File: config.mk
export PLATFORM = sky130hd
export DESIGN_NAME = max_pool_2x2
export DESIGN_NICKNAME = d
export VERILOG_FILES = /design/src/rtl/cnn_pkg.sv /design/src/rtl/max_pool_2x2_max2_signed.sv /design/src/rtl/max_pool_2x2.sv
export SDC_FILE = /design/constraint.sdc
export NUM_CORES = 1
export LEC_CHECK = 0
export CAP_MARGIN = 10
export CORE_ASPECT_RATIO = 1.2
export CORE_MARGIN = 8
export CORE_UTILIZATION = 55
export CTS_CLUSTER_SIZE = 10
export DETAILED_ROUTE_END_ITERATION = 12
export GPL_ROUTABILITY_DRIVEN = 0
export GPL_TIMING_DRIVEN = 0
export PLACE_DENSITY = 0.78
export SLEW_MARGIN = 15
export SYNTH_ARGS = -nofsm -noshare
export SYNTH_HDL_FRONTEND = slang
export SYNTH_HIERARCHICAL = 1
export SYNTH_SLANG_ARGS = --single-unit
export TNS_END_PERCENT = 30
File: constraint.sdc
create_clock -name clk -period 17.1 [get_ports clk]
set_input_delay 3.42 -clock clk [delete_from_list [all_inputs] [get_ports clk]]
set_output_delay 3.42 -clock clk [all_outputs]
set_load 0.01 [all_outputs]
File: src/rtl/cnn_pkg.sv
// Shared CNN definitions: feature width, default image size,
// max-pool FSM states and a signed max helper.
package cnn_pkg;

  localparam int DATA_W     = 32;
  localparam int IMG_WIDTH  = 6;
  localparam int IMG_HEIGHT = 6;

  typedef enum logic [1:0] {
    POOL_IDLE,
    POOL_RUN,
    POOL_FLUSH,
    POOL_DONE
  } pool_state_t;

  function automatic logic signed [DATA_W-1:0] smax(
    input logic signed [DATA_W-1:0] a,
    input logic signed [DATA_W-1:0] b
  );
    return (a > b) ? a : b;
  endfunction

endpackage

File: src/rtl/max_pool_2x2_max2_signed.sv
// Combinational signed two-input maximum.
// Ports: a, b operands; y = larger of the two (two's complement).
module max2_signed
  import cnn_pkg::*;
#(
  parameter int W = cnn_pkg::DATA_W
) (
  input  logic [W-1:0] a,
  input  logic [W-1:0] b,
  output logic [W-1:0] y
);

  assign y = ($signed(a) > $signed(b)) ? a : b;

endmodule

File: src/rtl/max_pool_2x2.sv
// Streaming 2x2 stride-2 max pool with one row of partial maxima.
// Ports: clk, rst, start, in_valid/in_ready/in_data, out_valid/out_ready/out_data/out_index, done.
module max_pool_2x2
  import cnn_pkg::*;
#(
  parameter int DATA_W    = cnn_pkg::DATA_W,
  parameter int IN_WIDTH  = IMG_WIDTH,
  parameter int IN_HEIGHT = IMG_HEIGHT,
  parameter int OUT_IDX_W = 4
) (
  input  logic                 clk,
  input  logic                 rst,
  input  logic                 start,
  input  logic                 in_valid,
  output logic                 in_ready,
  input  logic [DATA_W-1:0]    in_data,
  output logic                 out_valid,
  input  logic                 out_ready,
  output logic [DATA_W-1:0]    out_data,
  output logic [OUT_IDX_W-1:0] out_index,
  output logic                 done
);

  localparam int CW = $clog2(IN_WIDTH);
  localparam int RW = $clog2(IN_HEIGHT);
  localparam int NB = 1 << CW;
  localparam int NOUT = (IN_WIDTH / 2) * (IN_HEIGHT / 2);

  if (IN_WIDTH % 2 != 0) begin : g_bad_width
    $fatal(1, "max_pool_2x2: IN_WIDTH must be even");
  end
  if (IN_HEIGHT % 2 != 0) begin : g_bad_height
    $fatal(1, "max_pool_2x2: IN_HEIGHT must be even");
  end
  if ((NOUT - 1) >= (1 << OUT_IDX_W)) begin : g_bad_idx
    $fatal(1, "max_pool_2x2: OUT_IDX_W too narrow");
  end

  pool_state_t          state;
  logic [CW-1:0]        col;
  logic [CW-1:0]        bidx;
  logic [RW-1:0]        row;
  logic [OUT_IDX_W-1:0] cnt;
  logic [DATA_W-1:0]    pend;
  logic [DATA_W-1:0]    rowbuf [NB];
  logic [DATA_W-1:0]    pair_max;
  logic [DATA_W-1:0]    top_max;
  logic [DATA_W-1:0]    win_max;
  logic                 xfer;
  logic                 col_last;
  logic                 row_last;
  logic                 win_load;

  assign bidx = col >> 1;

  max2_signed #(.W(DATA_W)) u_pair (
    .a(pend), .b(in_data), .y(pair_max)
  );
  max2_signed #(.W(DATA_W)) u_top (
    .a(rowbuf[bidx]), .b(pend), .y(top_max)
  );
  max2_signed #(.W(DATA_W)) u_win (
    .a(top_max), .b(in_data), .y(win_max)
  );

  // Single-entry output register: accept when it is empty
  // or being popped this very cycle.
  assign in_ready = (state == POOL_RUN)
                  && (!out_valid || out_ready);
  assign xfer     = in_valid && in_ready;
  assign col_last = (col == CW'(IN_WIDTH - 1));
  assign row_last = (row == RW'(IN_HEIGHT - 1));
  assign win_load = xfer && col[0] && row[0];

  always_ff @(posedge clk) begin
    if (rst) begin
      state     <= POOL_IDLE;
      col       <= '0;
      row       <= '0;
      cnt       <= '0;
      pend      <= '0;
      out_valid <= 1'b0;
      out_data  <= '0;
      out_index <= '0;
      done      <= 1'b0;
      for (int i = 0; i < NB; i++) begin
        rowbuf[i] <= '0;
      end
    end else begin
      done <= 1'b0;

      if (win_load) begin
        out_valid <= 1'b1;
        out_data  <= win_max;
        out_index <= cnt;
        cnt       <= cnt + 1'b1;
      end else if (out_ready) begin
        out_valid <= 1'b0;
      end

      if (xfer) begin
        if (!col[0]) begin
          pend <= in_data;
        end else if (!row[0]) begin
          rowbuf[bidx] <= pair_max;
        end
        if (col_last) begin
          col <= '0;
          row <= row + 1'b1;
        end else begin
          col <= col + 1'b1;
        end
      end

      unique case (state)
        POOL_IDLE: begin
          if (start) begin
            state <= POOL_RUN;
            col   <= '0;
            row   <= '0;
            cnt   <= '0;
          end
        end
        POOL_RUN: begin
          if (xfer && col_last && row_last) begin
            state <= POOL_FLUSH;
          end
        end
        POOL_FLUSH: begin
          if (!out_valid || out_ready) begin
            state <= POOL_DONE;
            done  <= 1'b1;
          end
        end
        POOL_DONE: begin
          state <= POOL_IDLE;
        end
        default: state <= POOL_IDLE;
      endcase
    end
  end

endmodule

Word level (Yosys, flattened, before mapping)
Memories as Yosys holds them, arrays and structs flattened. A register that Yosys moved wholly into a read port is not among the register bits.
Index checks and enable logic that the tools add are counted.
{ "word_totals": {"register_bits": 82, "n_memories": 1, "out_inout_bits": 39, "word_cells": 72, "mem_bits_rw": 256} }
{ "memory_table": {"columns": ["memory", "depth", "width", "read_ports", "rd_clocked_by_memory_dff", "wr", "line", "text"], "rows": [
  ["rowbuf", 8, 32, 1, 1, 8, "max_pool_2x2.sv:45", "logic [DATA_W-1:0] rowbuf [NB];"]
]} }
{ "op_classes": {"mux": 32, "order_cmp": 3, "eq_ne": 8, "add_sub_neg": 3, "bitwise_logic": 2, "n_reduce_logical": 14} }
{ "ops": {"columns": ["op", "n"], "rows": [
  ["$mux 32", 4],
  ["$gt 32x32->1", 3],
  ["$reduce_or 32->1", 1],
  ["$mux 3", 10],
  ["$mux 4", 3],
  ["$mux 1", 11],
  ["$pmux 2 s4", 1],
  ["$add 3x1->3 const B", 2],
  ["$eq 3x3->1 const B", 2],
  ["$logic_and 1x1->1", 6],
  ["$mux 2", 3],
  ["$add 4x1->4 const B", 1],
  ["$eq 2x2->1 const B", 2],
  ["$ne 2x2->1 const B", 2],
  ["$reduce_and 3->1", 1],
  ["$eq 2x1->1 const B", 1],
  ["$logic_not 2->1", 1],
  ["$ne 2x1->1 const B", 1],
  ["$not 1->1", 2],
  ["$reduce_and 2->1", 1],
  ["$reduce_bool 2->1", 1],
  ["$reduce_or 2->1", 1],
  ["$logic_not 1->1", 1],
  ["$logic_or 1x1->1", 1]
]} }

Logic depth before layout (Yosys ltp)
Gate-level depths: netlist (run 1).
{ "depth": {"word_depth": 9, "ltp_mapped": 23, "ltp_nobuf": 21} }

Hierarchy
The synthesis (run 1) kept the hierarchy.
{ "modules_own_cells": {"columns": ["module", "cells_per_inst", "n_inst", "area_each_um2"], "rows": [
  ["max_pool_2x2", 699, 1, 8643.3],
  ["max2_signed", 148, 3, 1219.9]
]} }

Worst setup path before layout (run 1)
No wires, ideal clock.
{ "synth_timing": {"path_kind": "input to output", "start": "input port out_ready", "end": "output port in_ready", "slack_ps": 9850, "required_ps": 13680, "arrival_ps": 3830, "cell_stages": 2, "cell_sequence": "or2b_1 > and2_1"} }
{ "synth_via": {"elab_chain_cells": 2} }
{ "synth_lines": {"columns": ["item", "line", "text"], "rows": [
  ["start: declaration", "max_pool_2x2.sv:18", "input logic out_ready,"],
  ["$logic_or 1x1->1", "max_pool_2x2.sv:69", "&& (!out_valid || out_ready);"],
  ["$logic_and 1x1->1", "max_pool_2x2.sv:69", null],
  ["end: declaration", "max_pool_2x2.sv:15", "output logic in_ready,"]
]} }
Every way passes these cells.

Worst setup path after layout (run 1)
Ends and elaborated chain as after synthesis.

==> results of run 1 <==
## report_power, final
| group | internal, uW | switching (uW) | total (uW) |
|---|---|---|---|
| registers | 561 | 19.0 | 580 |
| clock network | 272 | 202 | 473 |
| logic | 157 | 197 | 354 |
| total | 990 | 418 | 1410 |
## routing by layer
layer / GRT usage (%) / vias to the layer above / part of all wire [%]
li1: - / 4265 / -
met1: 27.7 / 4398 / 41
met2: 40.3 / 311 / 49
met3: 2.98 / 76 / 6.0
met4: 9.44 / 0 / 3.8
met5: 0 / - / 0
## cell type report
cell class | instances | area, sq um | area share (%)
plain buffers | 58 | 307 | 2.17
clock buffers | 42 | 689 | 4.88
clock inverters | 2 | 12.5 | 0.0886
inverters | 103 | 387 | 2.74
multi-input cells | 772 | 6130 | 43.4
flip-flops and latches | 210 | 5490 | 38.8
well taps | 279 | 349 | 2.47
repair buffers | 76 | 771 | 5.46
## metrics by stage
stage / setup slack (ns) / hold slack, ns / cell area [sq um] / total power (uW) / utilization [%]
global placement: 8.85 / 0.444 / 13400 / 927 / 60.3
detailed placement: 8.86 / 0.447 / 13400 / 935 / 60.4
global route: 8.81 / 0.473 / 14100 / 1460 / 63.6
floorplan: 9.85 / 0.437 / 12300 / 833 / -
CTS: 8.85 / 0.455 / 14100 / 1410 / 63.6
finish: 8.86 / 0.453 / 14100 / 1410 / 63.6
## critical path: stages
cell	delay (ns)
sky130_fd_sc_hd__clkdlybuf4s50_1	0.46
sky130_fd_sc_hd__or2b_1	0.29
sky130_fd_sc_hd__and2_1	0.18
sky130_fd_sc_hd__clkdlybuf4s50_1	0.48
## Yosys cell counts (11+ instances only)
library cell / instances / share of area (%)
sky130_fd_sc_hd__nand2_1: 153 / 4.7
sky130_fd_sc_hd__edfxtp_1: 128 / 31
sky130_fd_sc_hd__a21oi_1: 109 / 4.4
sky130_fd_sc_hd__and2_1: 105 / 5.3
sky130_fd_sc_hd__inv_1: 103 / 3.1
sky130_fd_sc_hd__ha_1: 102 / 10
sky130_fd_sc_hd__mux2_2: 93 / 8.5
sky130_fd_sc_hd__dfxtp_1: 82 / 13
sky130_fd_sc_hd__clkbuf_1: 33 / 1.0
sky130_fd_sc_hd__mux4_2: 32 / 5.9
sky130_fd_sc_hd__and2_2: 25 / 1.5
sky130_fd_sc_hd__nand4_1: 25 / 1.3
sky130_fd_sc_hd__nand3_1: 14 / 0.57
sky130_fd_sc_hd__a21o_1: 11 / 0.67
sky130_fd_sc_hd__nor2_1: 11 / 0.34
## cell usage in the layout, fill, tap and decap left out, types with 11 or more instances in the layout
cell	count
sky130_fd_sc_hd__edfxtp_1	128
sky130_fd_sc_hd__nand4_1	25
sky130_fd_sc_hd__clkbuf_1	50
sky130_fd_sc_hd__nor2_1	11
sky130_fd_sc_hd__mux2_2	93
sky130_fd_sc_hd__a21oi_1	109
sky130_fd_sc_hd__clkdlybuf4s50_1	75
sky130_fd_sc_hd__ha_1	102
sky130_fd_sc_hd__and2_2	25
sky130_fd_sc_hd__nand3_1	14
sky130_fd_sc_hd__dfxtp_1	82
sky130_fd_sc_hd__clkbuf_16	25
sky130_fd_sc_hd__nand2_1	153
sky130_fd_sc_hd__and2_1	105
sky130_fd_sc_hd__mux4_2	32
sky130_fd_sc_hd__inv_1	103
## state kept, by name, indices dropped and copies added (netlist names)
signal,cells
row,3
rowbuf,128
out_valid,1
out_data,32
out_index,4
pend,32
col,3
state,2
done,1
cnt,4
## cells by family after synthesis
logic type | synth area share [%]
and+or+nand+nor | 16.7
DFF | 44.6
buffers and inverters | 5.62
AOI/OAI and AO/OA | 7.79
muxes | 14.8
adders and majority gates | 10.4
xor gates and xnor gates | 0.142
## worst paths after layout
kind	start	end	slack, ns	depth (start not counted)
setup / recovery	out_ready	in_ready	8.86	4
hold / removal	out_data[20]	out_data[20]	0.45	2
setup reg to reg	col[2]	out_data[14]	9.35	22
hold reg to reg	out_data[20]	out_data[20]	0.45	2
==> Flow_metrics.wiki, run 1 <==
{| class="wikitable"
! Metric !! Value
|-
| Outcome || completed
|-
| Total Routed Length || 31600 um
|-
| Clock net sink count || 210
|-
| Share of the yosys chip area belonging to registers || 44.6%
|-
| FF+latch count, synth || 210
|-
| Pwr/cell area || 99.6 mW/mm^2
|-
| Unrepaired setup endpoints after global routing || false
|-
| Detailed router's first-iteration violation count || 654
|-
| Min Clock Period, post-route || 8.24 ns
|-
| Min-Delay Path Class || flop to flop
|-
| Maximum ir drop on the vdd rail || 69.6 uV
|-
| Count of different cell masters after synthesis || 51
|-
| Ratio of cells with drive above 1 in the final layout || 16.8%
|-
| Area of the core region || 0.0222 sq mm
|-
| Final count of negative-setup-slack endpoints || 0
|-
| Number of search-and-repair iterations in the first detailed-routing pass || 5
|-
| Kind of critical path || input pin to primary output
|-
| Count of antenna-violating nets left after detailed routing || 0
|-
| Post-DR wirelength/cell || 20.5 um
|-
| Signed area change from the synthesized netlist to the final layout || 14.8%
|-
| Via-to-Cell Ratio || 5.87
|-
| Maximum clock insertion buffer count || 3
|-
| Biggest fanout along the worst timing path || 3
|-
| Number of antenna violations at the first check in global routing || 0
|-
| DP HPWL || 22200 um
|-
| Synth Net Count || 1282
|-
| Count of max-cap constraint violations || 0
|-
| Post-CTS sizing || 0
|-
| Peak Freq || 121 MHz
|-
| Number of global-route vias before repair || 9317
|-
| Instance count of the mapped netlist || 1143
|-
| Post-synthesis cell area || 0.0123 sq mm
|-
| I/O Buffers || 75
|-
| Crit start category || input pin
|-
| Top flip-flop cell by instance count after synthesis || sky130_fd_sc_hd__edfxtp_1
|-
| Proportion of register bits with asynchronous set or reset after synthesis || 0%
|-
| Worst Path Required || 13.68 ns
|-
| Die area || 0.0274 sq mm
|-
| Overflow after GRT || 0
|-
| Clk pin slew, worst setup/hold paths || 0.06 ns
|-
| Number of cells in the design after placement || 1498
|-
| Clock buffers created by TritonCTS || 25
|-
| Setup fix buffers added after clock tree synthesis || 0
|-
| Total via count after detailed routing || 9050
|-
| Floorplan die width || 153 um
|-
| Global routing usage summed across all routing layers || 22.8%
|-
| Sum of negative setup slack || 0 ns
|-
| Final Net Count || 1385
|-
| Mean post-synth cell area || 10.8 sq um
|-
| Number of synthesized flops with an enable pin || 128
|-
| Total number of placement rows || 60
|-
| Final non-filler cell total || 1542
|-
| Hold Buf Count CTS || 0
|-
| Number of warnings issued by yosys || 6
|-
| DRC violation count after routing || 0
|-
| Height of the die || 180 um
|-
| Largest net degree at the start of global routing || 33
|-
| CTS tree || built
|-
| Pleak || 0.00550 uW
|-
| Worst clock skew || 0.0173 ns
|-
| Worst skew pair latency || 0.52 ns
|-
| Initial core utilization || 55.4%
|-
| Least-Margin Pin Slew || 1.08 ns
|-
| Master cell of the clock root buffer || sky130_fd_sc_hd__clkbuf_16
|-
| Fill count || 1782
|-
| Post-route fraction of the period consumed by the critical path || 48.2%
|-
| Kind of end point of the critical path || primary output
|-
| Slew margin rel. || 28.3%
|-
| H-Tree Level Count || 1
|-
| Hold Fails Final Rpt || 0
|-
| N_diodes || 0
|-
| Wire length of the first global-routing pass || 50100 um
|-
| # IOs || 76
|-
| Final Max Tran Viols || 0
|-
| Arrival time of the worst setup path || 4.82 ns
|}
Power figures use the tool's default switching activity.
==> run 2: changes to the inputs <==
--- a/config.mk
+++ b/config.mk
@@ -13,7 +13,7 @@
 export DETAILED_ROUTE_END_ITERATION = 12
 export GPL_ROUTABILITY_DRIVEN = 0
 export GPL_TIMING_DRIVEN = 0
-export PLACE_DENSITY = 0.78
+export PLACE_DENSITY = 0.81
 export SLEW_MARGIN = 15
 export SYNTH_ARGS = -nofsm -noshare
 export SYNTH_HDL_FRONTEND = slang
==> constraint.sdc (replaced) <==
create_clock -name clk -period 7.31 [get_ports clk]
set_input_delay 1.462 -clock clk [delete_from_list [all_inputs] [get_ports clk]]
set_output_delay 1.462 -clock clk [all_outputs]
set_load 0.01 [all_outputs]
==> Flow_metrics.wiki, run 2 (synthesis results as in run 1) <==
{| class="wikitable"
! Metric !! Value
|-
| CTS tree || built
|-
| Fill count || 1740 (-2.4%)
|-
| Final Net Count || 1385 (unchanged)
|-
| Number of search-and-repair iterations in the first detailed-routing pass || 5 (unchanged)
|-
| Number of antenna violations at the first check in global routing || 0 (unchanged)
|-
| Peak Freq || 143 MHz
|-
| Largest reg by FF count || rowbuf
|-
| Min-Delay Endpoint || out_data[6]
|-
| Count of antenna-violating nets left after detailed routing || 0 (unchanged)
|-
| Worst flop-to-flop path startpoint || col[1]
|-
| Terminus of the critical flop-to-flop path || out_data[4]
|-
| DRC violation count after routing || 0 (unchanged)
|-
| Final non-filler cell total || 1542 (unchanged)
|-
| Post-route fraction of the period consumed by the critical path || 95.4%
|-
| Pleak || 0.00553 uW (+0.59%)
|-
| Hold Fails Final Rpt || 0 (unchanged)
|-
| Number of cells in the design after placement || 1498 (unchanged)
|-
| Number of global-route vias before repair || 9347 (+0.32%)
|-
| Initial core utilization || 55.4% (unchanged)
|-
| # IOs || 76 (unchanged)
|-
| Count of max-cap constraint violations || 0 (unchanged)
|-
| Signed area change from the synthesized netlist to the final layout || 15.1%
|-
| Total via count after detailed routing || 9083 (+0.36%)
|-
| Area of all placed cells without fillers || 0.0142 sq mm (+0.24%)
|-
| Multi-input logic area || 0.00613 sq mm (about the same)
|-
| Outcome || completed
|-
| Hold Buf Count CTS || 0 (unchanged)
|-
| Via-to-Cell Ratio || 5.89 (+0.36%)
|-
| Detailed router's first-iteration violation count || 690 (+5.5%)
|-
| Unrepaired setup endpoints after global routing || false
|-
| Least-Margin Pin Slew || 1.04 ns (-0.0315 ns)
|-
| Post-DR wirelength/cell || 20.5 um (-0.14%)
|-
| Overflow after GRT || 0 (unchanged)
|-
| Leading cell type in the layout, fill and taps excluded || sky130_fd_sc_hd__nand2_1
|-
| Maximum clock insertion buffer count || 3 (unchanged)
|-
| Post-detailed-placement cell area || 0.0134 sq mm (unchanged)
|-
| Placement Setup Slack || -0.264 ns (-9.12 ns)
|-
| Kind of end point of the critical path || flop
|-
| Total number of placement rows || 60 (unchanged)
|-
| DP HPWL || 22000 um (-0.99%)
|-
| Largest registers || rowbuf x128, out_data x32, pend x32
|-
| Crit start category || flop
|-
| Wire length of the first global-routing pass || 49700 um (-0.89%)
|-
| Length in cells of the worst reg-to-reg path || 21 (-4.5%)
|-
| N_diodes || 0 (unchanged)
|-
| Number of flip-flops in the largest register || 128 (unchanged)
|-
| Worst clock skew || 0.0108 ns (-0.00651 ns)
|-
| Area of the core region || 0.0222 sq mm (unchanged)
|-
| Ratio of cells with drive above 1 in the final layout || 17.3% (+0.55 points)
|-
| Largest net degree at the start of global routing || 33 (unchanged)
|-
| Pwr/cell area || 234 mW/mm^2 (+130%)
|-
| Worst skew pair latency || 0.52 ns (about the same)
|-
| FF-to-FF setup slack || 0.33 ns (-9.02 ns)
|-
| Final Max Tran Viols || 0 (unchanged)
|-
| Total Routed Length || 31600 um (-0.14%)
|-
| Master cell of the clock root buffer || sky130_fd_sc_hd__clkbuf_16
|-
| Clock net sink count || 210 (unchanged)
|-
| Kind of critical path || flop to flop
|-
| Overall power || 3310 uW (+140%)
|-
| Die area || 0.0274 sq mm (unchanged)
|-
| Commonest cells after routing, fill and taps aside || sky130_fd_sc_hd__nand2_1 (153), sky130_fd_sc_hd__edfxtp_1 (128), sky130_fd_sc_hd__a21oi_1 (109), sky130_fd_sc_hd__and2_1 (105), sky130_fd_sc_hd__inv_1 (103)
|-
| Final count of negative-setup-slack endpoints || 0 (unchanged)
|-
| Min Clock Period, post-route || 6.98 ns
|-
| I/O Buffers || 75 (unchanged)
|-
| Worst Path Required || 7.69 ns (-5.99 ns)
|-
| Hold Crit Depth || 2 (unchanged)
|-
| Register area || 0.00549 sq mm (unchanged)
|-
| Height of the die || 180 um (unchanged)
|-
| Maximum ir drop on the vdd rail || 180 uV (+160%)
|-
| Origin of the worst min-delay path || out_data[6]
|-
| Global routing usage summed across all routing layers || 22.7% (-0.16 points)
|-
| Min-Delay Path Class || flop to flop
|-
| Arrival time of the worst setup path || 7.35 ns (+2.53 ns)
|-
| Clk pin slew, worst setup/hold paths || 0.06 ns (about the same)
|-
| H-Tree Level Count || 1 (unchanged)
|-
| PnR worst setup slack || 0.334 ns (-8.52 ns)
|-
| Clock buffers created by TritonCTS || 25 (unchanged)
|-
| Floorplan die width || 153 um (unchanged)
|-
| Biggest fanout along the worst timing path || 10 (+7)
|-
| Slew margin rel. || 30.4% (+2.1 points)
|-
| Setup fix buffers added after clock tree synthesis || 0 (unchanged)
|}
==> run 2: changes by cell type in the layout (fill, tap and decap cells not counted), moves of 2 or more <==
cell and delta:
sky130_fd_sc_hd__buf_1 -5, sky130_fd_sc_hd__a2111oi_0 -4, sky130_fd_sc_hd__a2111oi_1 +4, sky130_fd_sc_hd__buf_2 +3, sky130_fd_sc_hd__clkbuf_4 +2, sky130_fd_sc_hd__clkbuf_8 +2
==> run 2: worst max path at each step <==
stage               cells after the start   start            to
detailed placement                     21  col[1]  out_data[17]
global placement                       21  col[1]   out_data[4]
finish                                 21  col[1]   out_data[4]
floorplan                              21  col[1]  out_data[18]
CTS                                    21  col[1]  out_data[17]
global route                           21  col[1]   out_data[4]
==> run 2: critical path: stages (launching register included) <==
cell,delay (ns)
sky130_fd_sc_hd__dfxtp_1,0.30
sky130_fd_sc_hd__buf_2,0.25
sky130_fd_sc_hd__buf_2,0.44
sky130_fd_sc_hd__mux4_2,0.59
sky130_fd_sc_hd__ha_1,0.34
sky130_fd_sc_hd__nand4_1,0.18
sky130_fd_sc_hd__a2111oi_1,0.60
sky130_fd_sc_hd__nor3_1,0.14
sky130_fd_sc_hd__o2111a_1,0.30
sky130_fd_sc_hd__a211oi_4,0.35
sky130_fd_sc_hd__buf_6,0.23
sky130_fd_sc_hd__mux2_2,0.38
sky130_fd_sc_hd__ha_1,0.31
sky130_fd_sc_hd__nand4_1,0.23
sky130_fd_sc_hd__or4_1,0.61
sky130_fd_sc_hd__or3_1,0.32
sky130_fd_sc_hd__o2111a_1,0.17
sky130_fd_sc_hd__a211oi_4,0.34
sky130_fd_sc_hd__buf_6,0.24
sky130_fd_sc_hd__mux2_1,0.38
sky130_fd_sc_hd__nand2_1,0.08
sky130_fd_sc_hd__a21oi_1,0.06
==> run 2: cell type report <==
cell class / count / area share (%)
Tap cell: 279 / 2.47
Clock buffer: 43 / 5.04
Sequential cell: 210 / 38.7
Inverter: 103 / 2.73
Clock inverter: 1 / 0.0442
Buffer: 58 / 2.24
Timing Repair Buffer: 76 / 5.44
Multi-Input combinational cell: 772 / 43.3
==> run 2: power breakdown <==
| part | switching [uW] | total (uW) | internal (uW) |
|---|---|---|---|
| sequential | 44.8 | 1360 | 1310 |
| clock | 470 | 1130 | 655 |
| combinational | 463 | 832 | 369 |
| total | 978 | 3310 | 2340 |
==> run 2: through the flow <==
stage,utilization (%),TNS (ns),hold WS (ns)
finish,63.7,0,0.454
global route,63.7,0,0.480
CTS,63.7,0,0.455
global placement,60.3,-6.74,0.442
floorplan,-,0,0.437
detailed placement,60.4,-6.89,0.448
==> run 2: what timing repair did <==
item	4_1_cts	5_1_grt
gates cloned	0	0
setup endpoints to repair	32	32
gates resized for setup	8	10
==> run 2: layer usage <==
metal,up-vias,routed length (um),global-route usage (%)
li1,4258,-,-
met1,4410,12700,26.7
met2,336,15700,40.3
met3,79,1970,3.38
met4,0,1210,10.2
met5,-,0,0
